## src/rtl/rs_logical.sv

```systemverilog
// Reservation station feeding the logical FU: compacting age-ordered queue with CDB wakeup.
// Optional macro RS_LOGICAL_WAKEUP_BYPASS_EN lets a same-cycle CDB match make an entry eligible.
module rs_logical #(
  parameter int unsigned DEPTH = 4,
  parameter int unsigned PRN_W = 7,
  parameter int unsigned ID_W  = 6,
  parameter int unsigned CDB_N = 2
) (
  input  logic                          clk,
  input  logic                          rst,
  input  logic                          flush,
  input  logic                          in_valid,
  output logic                          in_ready,
  input  logic [31:0]                   in_inst,
  input  logic [ID_W-1:0]               in_inst_id,
  input  logic [3*PRN_W-1:0]            in_src_prn,
  input  logic [2:0]                    in_src_rdy,
  input  logic [3*64-1:0]               in_src_data,
  input  logic [3*PRN_W-1:0]            in_out_prn,
  input  logic [2:0]                    in_out_prn_valid,
  input  logic [CDB_N-1:0]              cdb_valid,
  input  logic [CDB_N*PRN_W-1:0]        cdb_prn,
  input  logic [CDB_N*64-1:0]           cdb_data,
  input  logic                          fu_ready,
  output logic                          issue_valid,
  output logic [31:0]                   issue_inst,
  output logic [ID_W-1:0]               issue_inst_id,
  output logic [3*64-1:0]               issue_op,
  output logic [3*PRN_W-1:0]            issue_out_prn,
  output logic [2:0]                    issue_out_prn_valid,
  output logic [$clog2(DEPTH+1)-1:0]    count
);

  localparam int unsigned CNT_W = $clog2(DEPTH + 1);
  localparam int unsigned IDX_W = (DEPTH > 1) ? $clog2(DEPTH) : 1;

  logic [31:0]        inst_q  [DEPTH];
  logic [31:0]        inst_d  [DEPTH];
  logic [ID_W-1:0]    id_q    [DEPTH];
  logic [ID_W-1:0]    id_d    [DEPTH];
  logic [3*PRN_W-1:0] prn_q   [DEPTH];
  logic [3*PRN_W-1:0] prn_d   [DEPTH];
  logic [2:0]         rdy_q   [DEPTH];
  logic [2:0]         rdy_d   [DEPTH];
  logic [3*64-1:0]    data_q  [DEPTH];
  logic [3*64-1:0]    data_d  [DEPTH];
  logic [3*PRN_W-1:0] oprn_q  [DEPTH];
  logic [3*PRN_W-1:0] oprn_d  [DEPTH];
  logic [2:0]         oprnv_q [DEPTH];
  logic [2:0]         oprnv_d [DEPTH];

  logic [2:0]         wk_rdy  [DEPTH];
  logic [3*64-1:0]    wk_data [DEPTH];
  logic [2:0]         disp_rdy;
  logic [3*64-1:0]    disp_data;

  logic [CNT_W-1:0]   count_q, count_d, wr_idx;
  logic [DEPTH-1:0]   elig;
  logic [IDX_W-1:0]   sel;
  logic               found, do_issue, do_disp;

  logic               issue_valid_q, issue_valid_d;
  logic [31:0]        issue_inst_q, issue_inst_d;
  logic [ID_W-1:0]    issue_id_q, issue_id_d;
  logic [3*64-1:0]    issue_op_q, issue_op_d;
  logic [3*PRN_W-1:0] issue_oprn_q, issue_oprn_d;
  logic [2:0]         issue_oprnv_q, issue_oprnv_d;

  assign in_ready            = (count_q < CNT_W'(DEPTH));
  assign count               = count_q;
  assign issue_valid         = issue_valid_q;
  assign issue_inst          = issue_inst_q;
  assign issue_inst_id       = issue_id_q;
  assign issue_op            = issue_op_q;
  assign issue_out_prn       = issue_oprn_q;
  assign issue_out_prn_valid = issue_oprnv_q;

  // CDB capture for stored entries and the incoming dispatch; descending scan lets port 0 win
  always_comb begin
    disp_rdy  = in_src_rdy;
    disp_data = in_src_data;
    for (int i = 0; i < DEPTH; i++) begin
      wk_rdy[i]  = rdy_q[i];
      wk_data[i] = data_q[i];
    end
    for (int s = 0; s < 3; s++) begin
      for (int p = int'(CDB_N) - 1; p >= 0; p--) begin
        if (!in_src_rdy[s] && cdb_valid[p] &&
            cdb_prn[p*PRN_W +: PRN_W] == in_src_prn[s*PRN_W +: PRN_W]) begin
          disp_rdy[s]            = 1'b1;
          disp_data[s*64 +: 64]  = cdb_data[p*64 +: 64];
        end
        for (int i = 0; i < DEPTH; i++) begin
          if (!rdy_q[i][s] && cdb_valid[p] &&
              cdb_prn[p*PRN_W +: PRN_W] == prn_q[i][s*PRN_W +: PRN_W]) begin
            wk_rdy[i][s]             = 1'b1;
            wk_data[i][s*64 +: 64]   = cdb_data[p*64 +: 64];
          end
        end
      end
    end
  end

  // Oldest-first selection among entries whose operands are all present
  always_comb begin
    found = 1'b0;
    sel   = '0;
    for (int i = 0; i < DEPTH; i++) begin
`ifdef RS_LOGICAL_WAKEUP_BYPASS_EN
      elig[i] = (CNT_W'(i) < count_q) && (&wk_rdy[i]);
`else
      elig[i] = (CNT_W'(i) < count_q) && (&rdy_q[i]);
`endif
      if (elig[i] && !found) begin
        found = 1'b1;
        sel   = IDX_W'(i);
      end
    end
  end

  assign do_issue = fu_ready & found;
  assign do_disp  = in_valid & in_ready;
  assign wr_idx   = count_q - CNT_W'(do_issue);
  assign count_d  = count_q - CNT_W'(do_issue) + CNT_W'(do_disp);

  // Compaction above the issued slot, then dispatch write at the post-shift tail
  always_comb begin
    for (int j = 0; j < DEPTH - 1; j++) begin
      if (do_issue && IDX_W'(j) >= sel) begin
        inst_d[j] = inst_q[j+1];  id_d[j]   = id_q[j+1];    prn_d[j]   = prn_q[j+1];
        rdy_d[j]  = wk_rdy[j+1];  data_d[j] = wk_data[j+1]; oprn_d[j]  = oprn_q[j+1];
        oprnv_d[j] = oprnv_q[j+1];
      end else begin
        inst_d[j] = inst_q[j];    id_d[j]   = id_q[j];      prn_d[j]   = prn_q[j];
        rdy_d[j]  = wk_rdy[j];    data_d[j] = wk_data[j];   oprn_d[j]  = oprn_q[j];
        oprnv_d[j] = oprnv_q[j];
      end
    end
    inst_d[DEPTH-1]  = inst_q[DEPTH-1];
    id_d[DEPTH-1]    = id_q[DEPTH-1];
    prn_d[DEPTH-1]   = prn_q[DEPTH-1];
    rdy_d[DEPTH-1]   = wk_rdy[DEPTH-1];
    data_d[DEPTH-1]  = wk_data[DEPTH-1];
    oprn_d[DEPTH-1]  = oprn_q[DEPTH-1];
    oprnv_d[DEPTH-1] = oprnv_q[DEPTH-1];
    for (int j = 0; j < DEPTH; j++) begin
      if (do_disp && CNT_W'(j) == wr_idx) begin
        inst_d[j]  = in_inst;
        id_d[j]    = in_inst_id;
        prn_d[j]   = in_src_prn;
        rdy_d[j]   = disp_rdy;
        data_d[j]  = disp_data;
        oprn_d[j]  = in_out_prn;
        oprnv_d[j] = in_out_prn_valid;
      end
    end
  end

  always_comb begin
    issue_valid_d = do_issue;
    issue_inst_d  = issue_inst_q;
    issue_id_d    = issue_id_q;
    issue_op_d    = issue_op_q;
    issue_oprn_d  = issue_oprn_q;
    issue_oprnv_d = issue_oprnv_q;
    if (do_issue) begin
      issue_inst_d  = inst_q[sel];
      issue_id_d    = id_q[sel];
      issue_op_d    = wk_data[sel];
      issue_oprn_d  = oprn_q[sel];
      issue_oprnv_d = oprnv_q[sel];
    end
  end

  always_ff @(posedge clk) begin
    if (rst || flush) begin
      count_q       <= '0;
      issue_valid_q <= 1'b0;
      issue_inst_q  <= '0;
      issue_id_q    <= '0;
      issue_op_q    <= '0;
      issue_oprn_q  <= '0;
      issue_oprnv_q <= '0;
    end else begin
      count_q       <= count_d;
      issue_valid_q <= issue_valid_d;
      issue_inst_q  <= issue_inst_d;
      issue_id_q    <= issue_id_d;
      issue_op_q    <= issue_op_d;
      issue_oprn_q  <= issue_oprn_d;
      issue_oprnv_q <= issue_oprnv_d;
    end
  end

  // Entry payload needs no reset: occupancy is tracked solely by count_q
  always_ff @(posedge clk) begin
    inst_q  <= inst_d;
    id_q    <= id_d;
    prn_q   <= prn_d;
    rdy_q   <= rdy_d;
    data_q  <= data_d;
    oprn_q  <= oprn_d;
    oprnv_q <= oprnv_d;
  end

endmodule

```

## config.mk

```make
export PLATFORM = sky130hd
export DESIGN_NAME = rs_logical
export DESIGN_NICKNAME = d
export VERILOG_FILES = /design/src/rtl/rs_logical.sv
export SDC_FILE = /design/constraint.sdc
export NUM_CORES = 2
export LEC_CHECK = 0
export CAP_MARGIN = 20
export CORE_ASPECT_RATIO = 0.7
export CORE_MARGIN = 1
export CORE_UTILIZATION = 30
export DETAILED_ROUTE_END_ITERATION = 8
export SETUP_SLACK_MARGIN = 0.5
export SLEW_MARGIN = 20
export SYNTH_ARGS = -nofsm -noshare
export SYNTH_HDL_FRONTEND = slang
export SYNTH_SLANG_ARGS = --single-unit
export TNS_END_PERCENT = 1
```

## constraint.sdc

```tcl
create_clock -name clk -period 6.57 [get_ports clk]
set_input_delay 1.6425 -clock clk [delete_from_list [all_inputs] [get_ports clk]]
set_output_delay 1.6425 -clock clk [all_outputs]
set_load 0.05 [all_outputs]
```

# After elaboration in Yosys (flattened, before gate mapping)
# Index checks and enable logic that the tools add are counted.
# word_totals
regBits	1370
inputBits	427
out_inout_bits	259
# classes
n_addsub	2
order_cmp	9
eq_ne	33
mux	126
bitwise	3
n_reduce_logical	104
# op_table
op	n
$mux 64	30
$mux 192	9
$bmux 192 s2	1
$mux 21	14
$mux 32	8
$eq 7x7->1	30
$logic_and 1x1->1	74
$bmux 32 s2	1
$mux 6	8
$mux 3	15
$bmux 21 s2	1
$mux 1	35
$logic_not 1->1	18
$bmux 6 s2	1
$reduce_and 3->1	4
$reduce_bool 4->1	3
$bmux 3 s2	1
$eq 2x3->1 const A	2
$lt 1x3->1 const A	2
$lt 2x3->1 const A	2
$reduce_bool 2->1	3
$ge 1x2->1 const A	2
$mux 2	2
$add 3x1->3	1
9 further kinds	10

# Logic depth before layout (Yosys ltp)
# depth
ltp_word	17
mapped_depth	12
depth_no_buf	10

# Worst setup path after synthesis
# Ideal clock, no wire load.
# synth_path
kind	in2reg
from	input fu_ready
to	register id_q[0] (netlist bit) (enable)
setup_ns	0.480
arrival_ns	5.370
required_ns	6.090
setup_slack_ns	0.720
stages	8
path_cell_list	o21a_1 ha_1 ha_1 nor2_1 nand3_1 inv_1 clkbuf_1 clkbuf_1
# synth_via
elab_chain_len	4
# synth_rtl
item	line	source
start, declared	24	input logic fu_ready,
$and 1x1->1	121	assign do_issue = fu_ready & found;
$sub 3x1->3	123	assign wr_idx = count_q - CNT_W'(do_issue);
$eq 2x3->1	147	if (do_disp && CNT_W'(j) == wr_idx) begin
$logic_and 1x1->1	147	
end signal, assigned	198	id_q <= id_d;
end, declared	39	logic [ID_W-1:0] id_q [DEPTH];
# Every way passes these cells.
# A chain may end at the register's enable or synchronous reset.

==> flow_summary.toml <==
[status]
outcome = "complete, no violations"

[synth]
yosysSeqAreaShare_pct = 36.39
synth_top_area_share_pct = 24.50
ys.warnings.count = 0
synth_edf_count = 335
ys_types = 57
ys_top_cells_by_area = "dfxtp_1 (24%), edfxtp_1 (12%), o211ai_1 (6.6%)"
ys_async_sr_fraction_pct = 0
synth_seq_cells = 1370
yosys_most_used_dff = "dfxtp_1"
syn_avg_cell_area_um2 = 8.210
syn-num-nets = 10730
synth_top_cell_by_area = "dfxtp_1"
syn_area_um2 = 84590
syn_inst = 10300

[cts]
cts_resized = 0
clk_latency_ns = 0.86
root_buffer = "clkbuf_16"
clk_pin_slew_worst_paths_ns = 0.06
cts_tree = "yes"
cts_sinks = 1370
h-tree-depth = 4
post-cts-setup-buffer-count = 0
cts_buffers = 169
ctsLongestPathBuffers = 4
postCtsHoldBufs = 0

[min_path]
holdCritPathClass = "reg -> reg"

[detailed_routing]
drc = 0
vias = 90570
routed_wl_um = 447900
drtPass1Iterations = 7
viasPerCell = 6.458
drt-wirelength-per-cell_um = 31.93
ant_nets = 0
drtIter0Drc = 14560

[die]
rows = 162
die_y_um = 446.3
initial_core_util_pct = 30.28
pin_count = 686
core_region_area_um2 = 279300
die_area_um2 = 284100
die_x_um = 636.7

[cells_and_area]
fin_util_pct = 35.81
final_area_um2 = 100000
drive_gt1_share_pct = 10.00
area_growth_pct = 18.24
finalNetCount = 10610

[pwr]
leakagePower_nw = 36.94
irDropWorstVdd_v = 0.0001927
p_int_w = 0.01988
pwr-share-seq_pct = 39.0
share_clk_of_total_power_pct = 32.3
p_switching_w = 0.009465
pwr-share-comb_pct = 28.7
power.share.switching_pct = 32.26
power-per-cell-area_nw_per_um2 = 293.3

[global_route]
met2_usage_pct = 42.96
grt.overflow.total = 0
track_usage_pct = 29.88
grt_pass1_wl_um = 628500
grt.busiest_layer = "met2"
grt_pass1_vias = 82520
gr-usage-met3_pct = 9.549
use_met1_pct = 38.83
antenna_found_initial = 63
grt_max_degree = 179

[critical_path]
timing.critical_path.required_ns = 7.35
crit_fanout = 132
cp-start-kind = "input port"
path_class = "in -> reg"
cp-end-kind = "register"
cp.arrival_ns = 5.55

[timing]
fin_crit_ns = 4.767
max_slew_margin_pct = 15.46
tightestPinTransition_ns = 1.268
holdWs_ns = 0.4724
clock_skew_ns = 0.04531
finalSetupTns_ns = 0
max_freq_mhz = 209.8
finalCritPeriodShare_pct = 72.55
rsz0062_at_grt = "no"
drv_slew = 0
hold_violations = 0
setup_viol = 0
setup_slack_ns = 1.803

[placement]
placed_area_um2 = 94590
io_buffers = 685
hpwlAfterDp_um = 274300
gp_congestion = 0.8989
pre_cts_ws_ns = 1.039

[flow_run]
maxCapViolCount = 0
## cell usage in the layout, fill, tap and decap left out, types with 16 or more instances in the layout
cell / synthesis / final
clkbuf_16: 0 / 172
nor3_1: 349 / 348
nor2b_1: 18 / 17
nor4_1: 22 / 16
xor2_1: 53 / 53
clkbuf_8: 0 / 32
o221ai_1: 64 / 64
and3_1: 67 / 66
clkinv_2: 0 / 16
buf_4: 14 / 236
inv_1: 72 / 70
o21ai_1: 90 / 90
xnor2_1: 159 / 158
o21ai_0: 985 / 982
diode_2: 0 / 37
a21o_1: 390 / 390
o22ai_1: 193 / 193
nand2_1: 776 / 764
buf_12: 0 / 83
mux2_2: 398 / 397
a21oi_1: 196 / 195
a2bb2oi_1: 63 / 62
a31oi_1: 640 / 640
nand4_1: 45 / 45
a22oi_1: 192 / 192
nand3_1: 390 / 385
dfxtp_1: 1035 / 1035
a211oi_1: 133 / 133
mux2i_1: 316 / 316
clkbuf_1: 1025 / 45
o211ai_1: 744 / 744
nor2_1: 727 / 722
edfxtp_1: 335 / 335
a211o_1: 345 / 345
o2bb2ai_1: 128 / 128
clkdlybuf4s50_1: 0 / 685
## cells by family (layout without fill, tap and decap cells)
group	Yosys count	in the layout	share of synthesized area, %
DFF	1370	1370	36.39
adders and majority gates	4	4	0.05917
muxes	716	716	9.070
AOI/OAI and AO/OA	4177	4177	32.99
and+or+nand+nor	2454	2454	12.68
other	0	37	0
buffers and inverters	1370	1364	6.612
xor gates and xnor gates	212	212	2.195
## power groups by stage
stage               logic (W)  clock network (W)  registers, W
floorplan             0.00601                  0        0.0114
global placement      0.00808                  0        0.0115
detailed placement    0.00810                  0        0.0116
CTS                   0.00815            0.00949        0.0114
global route          0.00910            0.00982        0.0116
finish                0.00841            0.00948        0.0114
## sequential cells by signal, indices dropped and copies added (netlist names)
signal               count
issue_valid              1
rdy_q                   12
count                    3
issue_inst_id            6
inst_q                 128
prn_q                   84
issue_inst              32
id_q                    24
issue_out_prn_valid      3
oprnv_q                 12
oprn_q                  84
issue_out_prn           21
issue_op               192
data_q                 768
## metrics by stage
step / cells / total power [W]
final: 14020 / 0.02934
after global routing: 14010 / 0.03056
after CTS: 13990 / 0.02905
after detailed placement: 13700 / 0.01968
after global placement: 13700 / 0.01962
after floorplan: 10300 / 0.01744
## area by class of cell
cell class,count,area (µm²)
fillers,28450,179300
diodes,37,92.59
clock buffers,249,4913
inverters,72,279.0
multi-input cells,7563,48640
flip-flops and latches,1370,30780
well taps,3690,4617
repair buffers,1005,10320
clock inverters,38,376.6
## path summary, 6_finish.rpt
check	from	end	slack (ns)	cells past startpoint
max reg2reg	rdy_q[6]	data_q[721]	1.98	11
max	fu_ready	data_q[721]	1.80	10
min	issue_inst[4]	issue_inst[4]	0.47	2
min reg2reg	issue_inst[4]	issue_inst[4]	0.47	2
## per-layer routing
metal	vias up	wire, µm
li1	38690	-
met1	43100	174500
met2	7262	183800
met3	1500	59790
met4	18	29430
met5	-	310
## Yosys cell counts, drive strengths merged (53+ instances only)
master   count
a211o      345
a211oi     133
a21o       390
a21oi      198
a22oi      192
a2bb2oi     63
a31oi      640
and3        67
buf        273
clkbuf    1025
dfxtp     1035
edfxtp     335
inv         72
mux2       398
mux2i      318
nand2      776
nand3      390
nor2       730
nor3       349
o211ai     744
o21ai     1075
o221ai      64
o22ai      193
o2bb2ai    128
xnor2      159
xor2        53
## worst max-delay path: stages
cell and delay, ns:
clkdlybuf4s50_1 0.58, o21a_1 0.23, ha_1 0.19, ha_1 0.39, inv_1 0.20, nor4_2 0.38, buf_4 0.74, buf_12 0.69
nand2_1 0.13, o21ai_1 0.12
Note: power is estimated with default switching activity, not from simulation.
